===== config.mk =====
export PLATFORM = sky130hd
export DESIGN_NAME = bp_me_io_loader_arbiter
export DESIGN_NICKNAME = d
export VERILOG_FILES = /design/src/rtl/bp_me_io_arb_pkg.sv /design/src/rtl/bp_me_io_loader_arbiter_tracker.sv /design/src/rtl/bp_me_io_loader_arbiter.sv
export SDC_FILE = /design/constraint.sdc
export NUM_CORES = 1
export LEC_CHECK = 0
export CAP_MARGIN = 10
export CORE_AREA = 2 2 308 310
export CTS_CLUSTER_SIZE = 30
export DETAILED_ROUTE_END_ITERATION = 8
export DIE_AREA = 0 0 310 312
export GPL_TIMING_DRIVEN = 0
export PLACE_DENSITY_LB_ADDON = 0.05
export SETUP_SLACK_MARGIN = 0.05
export SLEW_MARGIN = 20
export SYNTH_ARGS = -nofsm -noshare
export SYNTH_HDL_FRONTEND = slang
export SYNTH_SLANG_ARGS = --single-unit

===== constraint.sdc =====
create_clock -name clk_i -period 2.3 [get_ports clk_i]
set_clock_uncertainty 0.1 [all_clocks]
set_input_delay 0.575 -clock clk_i [delete_from_list [all_inputs] [get_ports clk_i]]
set_output_delay 0.575 -clock clk_i [all_outputs]
set_load 0.05 [all_outputs]

===== src/rtl/bp_me_io_arb_pkg.sv =====
// Shared types for the I/O loader arbiter: grant-mode enum and an index-width helper.
package bp_me_io_arb_pkg;

  typedef enum logic [0:0] {
    e_io_arb_fixed = 1'b0,
    e_io_arb_rr    = 1'b1
  } bp_io_arb_mode_e;

  // Index width that stays at least one bit for single-entry ranges
  function automatic int idx_width(input int n);
    return (n > 1) ? $clog2(n) : 1;
  endfunction

endpackage


===== src/rtl/bp_me_io_loader_arbiter_tracker.sv =====
// In-order tracker of issuing-source ids for in-flight I/O commands (small 1r1w FIFO).
module bp_me_io_loader_arbiter_tracker
  import bp_me_io_arb_pkg::*;
#(
  parameter int width_p = 1,
  parameter int els_p   = 4
) (
  input  logic                         clk_i,
  input  logic                         reset_i,
  input  logic [width_p-1:0]           data_i,
  input  logic                         v_i,
  input  logic                         yumi_i,
  output logic [width_p-1:0]           data_o,
  output logic                         full_o,
  output logic                         empty_o,
  output logic [$clog2(els_p+1)-1:0]   count_o
);

  localparam int ptr_w_lp = idx_width(els_p);
  localparam int cnt_w_lp = $clog2(els_p+1);
  localparam logic [ptr_w_lp-1:0] last_ptr_lp = ptr_w_lp'(els_p-1);
  localparam logic [cnt_w_lp-1:0] full_cnt_lp = cnt_w_lp'(els_p);

  logic [width_p-1:0]  mem_q [els_p];
  logic [ptr_w_lp-1:0] wptr_q, wptr_d, rptr_q, rptr_d;
  logic [cnt_w_lp-1:0] cnt_q, cnt_d;

  always_comb begin
    wptr_d = wptr_q;
    rptr_d = rptr_q;
    cnt_d  = cnt_q;
    if (v_i) begin
      wptr_d = (wptr_q == last_ptr_lp) ? '0 : wptr_q + 1'b1;
    end else begin
      wptr_d = wptr_q;
    end
    if (yumi_i) begin
      rptr_d = (rptr_q == last_ptr_lp) ? '0 : rptr_q + 1'b1;
    end else begin
      rptr_d = rptr_q;
    end
    // Simultaneous enqueue and dequeue leave the occupancy unchanged
    case ({v_i, yumi_i})
      2'b10:   cnt_d = cnt_q + 1'b1;
      2'b01:   cnt_d = cnt_q - 1'b1;
      default: cnt_d = cnt_q;
    endcase
  end

  always_ff @(posedge clk_i) begin
    if (reset_i) begin
      wptr_q <= '0;
      rptr_q <= '0;
      cnt_q  <= '0;
    end else begin
      wptr_q <= wptr_d;
      rptr_q <= rptr_d;
      cnt_q  <= cnt_d;
    end
  end

  always_ff @(posedge clk_i) begin
    if (v_i) begin
      mem_q[wptr_q] <= data_i;
    end
  end

  assign data_o  = mem_q[rptr_q];
  assign full_o  = (cnt_q == full_cnt_lp);
  assign empty_o = (cnt_q == '0);
  assign count_o = cnt_q;

endmodule


===== src/rtl/bp_me_io_loader_arbiter.sv =====
// N-source arbiter for loader traffic onto one I/O channel, with grant holding
// under backpressure and in-order routing of responses back to the issuer.
module bp_me_io_loader_arbiter
  import bp_me_io_arb_pkg::*;
#(
  parameter int num_src_p         = 2,
  parameter int io_msg_width_p    = 128,
  parameter int max_outstanding_p = 4,
  parameter int rr_mode_p         = 1
) (
  input  logic                                  clk_i,
  input  logic                                  reset_i,
  input  logic [num_src_p-1:0]                  src_en_i,
  input  logic [num_src_p*io_msg_width_p-1:0]   src_cmd_i,
  input  logic [num_src_p-1:0]                  src_cmd_v_i,
  output logic [num_src_p-1:0]                  src_cmd_ready_o,
  output logic [num_src_p*io_msg_width_p-1:0]   src_resp_o,
  output logic [num_src_p-1:0]                  src_resp_v_o,
  input  logic [num_src_p-1:0]                  src_resp_ready_i,
  output logic [io_msg_width_p-1:0]             io_cmd_o,
  output logic                                  io_cmd_v_o,
  input  logic                                  io_cmd_ready_i,
  input  logic [io_msg_width_p-1:0]             io_resp_i,
  input  logic                                  io_resp_v_i,
  output logic                                  io_resp_yumi_o,
  output logic [$clog2(max_outstanding_p+1)-1:0] outstanding_o,
  output logic                                  error_o
);

  localparam int sw_lp = idx_width(num_src_p);
  localparam bp_io_arb_mode_e mode_lp = (rr_mode_p != 0) ? e_io_arb_rr : e_io_arb_fixed;
  localparam logic [sw_lp-1:0] last_src_lp = sw_lp'(num_src_p-1);

  logic [io_msg_width_p-1:0] cmd_arr [num_src_p];
  logic [num_src_p-1:0]      eligible_s;
  logic [sw_lp-1:0]          rr_ptr_q, rr_ptr_d, hold_idx_q, hold_idx_d;
  logic [sw_lp-1:0]          arb_idx_s, grant_idx_s, trk_head_s;
  logic                      hold_v_q, hold_v_d, hold_ok_s, arb_found_s;
  logic                      error_q, error_d;
  logic                      trk_full_s, trk_empty_s, accept_s, resp_v_s;

  for (genvar s = 0; s < num_src_p; s++) begin : g_cmd
    assign cmd_arr[s] = src_cmd_i[s*io_msg_width_p +: io_msg_width_p];
  end

  assign eligible_s = src_cmd_v_i & src_en_i;

  // Search starts at the RR pointer (or at 0 in fixed mode) and wraps
  always_comb begin
    int         cand;
    logic [sw_lp-1:0] cand_idx;
    cand        = 0;
    cand_idx    = '0;
    arb_found_s = 1'b0;
    arb_idx_s   = '0;
    for (int i = 0; i < num_src_p; i++) begin
      cand     = (mode_lp == e_io_arb_rr) ? (int'(rr_ptr_q) + i) % num_src_p : i;
      cand_idx = cand[sw_lp-1:0];
      if (!arb_found_s && eligible_s[cand_idx]) begin
        arb_found_s = 1'b1;
        arb_idx_s   = cand_idx;
      end else begin
        arb_found_s = arb_found_s;
      end
    end
  end

  // A stalled grant sticks while its source stays valid and enabled
  assign hold_ok_s   = hold_v_q & eligible_s[hold_idx_q];
  assign grant_idx_s = hold_ok_s ? hold_idx_q : arb_idx_s;
  assign io_cmd_v_o  = ~reset_i & (hold_ok_s | arb_found_s) & ~trk_full_s;
  assign io_cmd_o    = cmd_arr[grant_idx_s];
  assign accept_s    = io_cmd_v_o & io_cmd_ready_i;

  assign resp_v_s       = ~reset_i & io_resp_v_i & ~trk_empty_s;
  assign io_resp_yumi_o = resp_v_s & src_resp_ready_i[trk_head_s];
  assign src_resp_o     = {num_src_p{io_resp_i}};

  always_comb begin
    src_cmd_ready_o = '0;
    src_resp_v_o    = '0;
    if (io_cmd_v_o) begin
      src_cmd_ready_o[grant_idx_s] = io_cmd_ready_i;
    end else begin
      src_cmd_ready_o = '0;
    end
    src_resp_v_o[trk_head_s] = resp_v_s;
  end

  always_comb begin
    hold_v_d   = io_cmd_v_o & ~io_cmd_ready_i;
    hold_idx_d = grant_idx_s;
    error_d    = error_q | (io_resp_v_i & trk_empty_s);
    if (accept_s) begin
      rr_ptr_d = (grant_idx_s == last_src_lp) ? '0 : grant_idx_s + 1'b1;
    end else begin
      rr_ptr_d = rr_ptr_q;
    end
  end

  always_ff @(posedge clk_i) begin
    if (reset_i) begin
      rr_ptr_q   <= '0;
      hold_v_q   <= 1'b0;
      hold_idx_q <= '0;
      error_q    <= 1'b0;
    end else begin
      rr_ptr_q   <= rr_ptr_d;
      hold_v_q   <= hold_v_d;
      hold_idx_q <= hold_idx_d;
      error_q    <= error_d;
    end
  end

  assign error_o = error_q;

  bp_me_io_loader_arbiter_tracker #(
    .width_p (sw_lp),
    .els_p   (max_outstanding_p)
  ) tracker (
    .clk_i   (clk_i),
    .reset_i (reset_i),
    .data_i  (grant_idx_s),
    .v_i     (accept_s),
    .yumi_i  (io_resp_yumi_o),
    .data_o  (trk_head_s),
    .full_o  (trk_full_s),
    .empty_o (trk_empty_s),
    .count_o (outstanding_o)
  );

endmodule


==> results of run 1 <==
-- kinds of logic (layout without fill, tap and decap cells) --
logic type / after synthesis / in the layout
buffers and inverters: 277 / 1002
multiplexers: 134 / 134
AND/OR/NAND/NOR: 29 / 29
flip-flops: 17 / 17
AO/OA/AOI/OAI: 8 / 8
adder cells (fa/ha/maj): 7 / 7
XOR/XNOR: 2 / 2
other: 0 / 6
-- worst register-to-register path, delay by kind of cell, from the launching register on --
family,cells,cell delay [ps]
AO/OA/AOI/OAI,1,120
flip-flops,1,370
AND/OR/NAND/NOR,2,480
buffers and inverters,1,30
multiplexers,2,790
adder cells (fa/ha/maj),2,490
XOR/XNOR,1,150
-- layer usage --
metal / wire [um] / vias up
met1: 13100 / 2703
li1: - / 2786
met4: 290 / 2
met3: 3360 / 14
met5: 20 / -
met2: 26200 / 313
-- power groups by stage --
stage	Sequential (W)	Combinational, W	Clock (W)
3_3_place_gp	0.000330	0.00373	0
4_1_cts	0.000324	0.00416	0.000371
5_1_grt	0.000326	0.00432	0.000379
3_5_place_dp	0.000330	0.00372	0
2_1_floorplan	0.000340	0.00226	0
6_report	0.000325	0.00416	0.000352
-- synth_stat cells (all sizes together), types with 2 or more instances --
| cell | number |
|---|---|
| buf | 270 |
| mux2 | 129 |
| dfxtp | 13 |
| nor2 | 11 |
| ha | 6 |
| inv | 6 |
| and2 | 5 |
| a21oi | 4 |
| edfxtp | 4 |
| mux2i | 4 |
| nor3 | 3 |
| nor2b | 2 |
| o21ai | 2 |
| xor2 | 2 |
-- worst paths after layout --
check                   start            endpoint  depth (start not counted)
max                  hold_v_q        io_cmd_o[60]                          9
min                   error_o             error_o                          2
max reg2reg  tracker.mem_q[1]  tracker.count_o[2]                          9
min reg2reg           error_o             error_o                          2
-- final cells by class --
type / instances / area (um^2)
Fill cell: 10526 / 78300
Timing Repair Buffer: 724 / 8040
Multi-Input combinational cell: 180 / 2430
Buffer: 268 / 2160
Tap cell: 1254 / 1570
Sequential cell: 17 / 387
Clock buffer: 3 / 75.1
Inverter: 6 / 22.5
Antenna cell: 6 / 15.0
Clock inverter: 1 / 5.00
-- per-stage QoR --
step	cell area, um^2	TNS (ps)
after floorplan	4660	-977
after global placement	12800	-197470
after detailed placement	12800	-197680
after CTS	14500	-58190
after global routing	14700	-57490
final	14700	-48770
-- what timing repair did --
action,CTS,global route
gates cloned,12,0
endpoints found under the setup margin,146,136
buffers inserted,52,15
resized for setup,1107,106
hold endpoints to repair,0,0
pin swaps,5,3
==> reports/summary.txt, run 1 <==
outcome -> finished with violations
violated checks -> setup timing
share of cell area taken by muxes after synthesis -> 35.7%
Die H -> 312 um
fraction of the mapped netlist area in simple logic gates -> 3.91%
Avg Synthesized Cell Area -> 8.99 um^2
initial standard-cell utilization of the core -> 4.58%
1st-iter DRT viols -> 77
post-synthesis adder-cell area fraction -> 2.23%
power share of the clock group -> 7.3%
critical path's largest stage delay -> 340 ps
kind of cell with the highest combined delay on the critical path -> buffers and inverters
Net Sw Frac -> 47.9%
total routing usage reported by global routing -> 8.17%
worst slew pin tran -> 659 ps
cell types occupying the most area after synthesis -> sky130_fd_sc_hd__buf_4, sky130_fd_sc_hd__mux2_2, sky130_fd_sc_hd__dfxtp_1, sky130_fd_sc_hd__edfxtp_1, sky130_fd_sc_hd__ha_1
power density relative to cell area -> 329 nW/um^2
Crit Path Category -> flip-flop to output port
hold slack final -> 391 ps
global routing met3 resource utilization -> 2.00%
Async SR Flop Fraction -> 0%
Root Driver -> sky130_fd_sc_hd__clkbuf_16
standby leakage power -> 6.09 nW
fraction of final layout cells with drive strength greater than 1 -> 52.6%
Core Footprint -> 93,000 um^2
Total Power Consumption -> 0.00484 W
Overflow after GRT -> 0
most area-hungry cell type in the Yosys netlist -> sky130_fd_sc_hd__buf_4
met1 Use GR -> 7.34%
number of global-route vias before repair -> 5,886
final core utilization -> 15.8%
average detailed-routed wire length per instance -> 17.5 um
remaining number of nets flagged by the antenna check after routing -> 0
Crit-path slowest cell -> sky130_fd_sc_hd__dfxtp_2
list of cells traversed by the critical path -> mux2i_4 -> a31oi_4 -> buf_6 -> buf_4 -> buf_12 -> buf_12 -> buf_12 -> mux2_4 -> buf_12
CTS tree -> built
highest clock rate -> 359 MHz
number of enable-type register cells in the synthesized netlist -> 4
internal power of the cells -> 0.00252 W
final wirelength -> 43,000 um
sequential fraction of the synthesis area -> 8.93%
vias -> 5,818
combinational group share of total power -> 86.0%
worst path bufs/invs -> 6
# DRC -> 0
number of distinct standard cells referenced by the synthesized netlist -> 29
portion of synthesized cell area occupied by the leading cell type -> 46.5%
Core Rows -> 112
relative max-transition margin -> 55.9%
buffers added on ports -> 659
crit path DAT -> 2110 ps
via-per-instance ratio -> 2.37
quantity of hold-fixing buffers added after cts -> 0
largest net degree at the start of global routing -> 11
GRT busiest layer -> met2
Post-Syn Instances -> 474
clk buf depth -> 2
level count of the clock H-tree -> 1
detailed-router iteration count before antenna repair -> 4
number of non-filler instances in the completed layout -> 2,459
most frequent cell on the critical path -> sky130_fd_sc_hd__buf_12
combinational family with the most area after synthesis -> buffers and inverters
R2R Setup Slk -> -290 ps
xor and xnor area share after synthesis -> 0.411%
maximum fanout along the worst path -> 5
final worst slack -> -487 ps
clock period minus worst slack -> 2790 ps
crit share post-route -> 121%
count of placed standard cells including taps -> 2,387
worst slack at placement -> -1690 ps
required time of the critical path -> 1620 ps
Reg clk slew, reported paths -> 50 ps
die boundary width -> 310 um
clock net sink count -> 17
Synth Flop Type -> sky130_fd_sc_hd__dfxtp_1
share of total power in sequential cells -> 6.7%
final-report max-slew violation count -> 0
IR Drop Worst-Case VDD -> 0.238 mV
final estimated routing congestion in global placement -> 0.748
setup repair after global routing missed its margin -> yes
number of antenna violations at the first check in global routing -> 8
boundary pin count -> 788
Psw -> 0.00232 W
flop and latch count out of synthesis -> 17
Syn. warnings -> 0
count of endpoints failing setup in the final report -> 134
Die ar. -> 96,700 um^2
final hold vios -> 0
maxcap violations -> 0
Skew-Pair Late Insertion Delay -> 250 ps
cell area after technology mapping -> 4260 um^2
syn nets -> 875
met2 track utilization from global routing -> 18.1%
total number of nets in the final design -> 1,601
Worst Setup End Kind -> output port
kind of launch point of the worst setup path -> flip-flop
class of the worst hold path -> flip-flop to flip-flop
clock buffers created by TritonCTS -> 3
Final HPWL DP -> 38,300 um
most frequent cells in the layout -> sky130_fd_sc_hd__clkdlybuf4s50_1, sky130_fd_sc_hd__buf_4, sky130_fd_sc_hd__mux2_4, sky130_fd_sc_hd__buf_6, sky130_fd_sc_hd__buf_8
commonest non-fill, non-tap cell in the layout -> sky130_fd_sc_hd__clkdlybuf4s50_1
complex-gate fraction of the synthesized area -> 1.03%
relative area change from synthesis to final layout -> 245%
wire length of the first global-routing pass -> 53,800 um
(Power assumes the default switching activity.)
==> run 2: changes to the inputs <==
- CAP_MARGIN: 10 -> not set
- GPL_ROUTABILITY_DRIVEN: not set -> 0
==> results of run 2 <==
The final DEF is identical to that of run 1; final timing and power are the same.
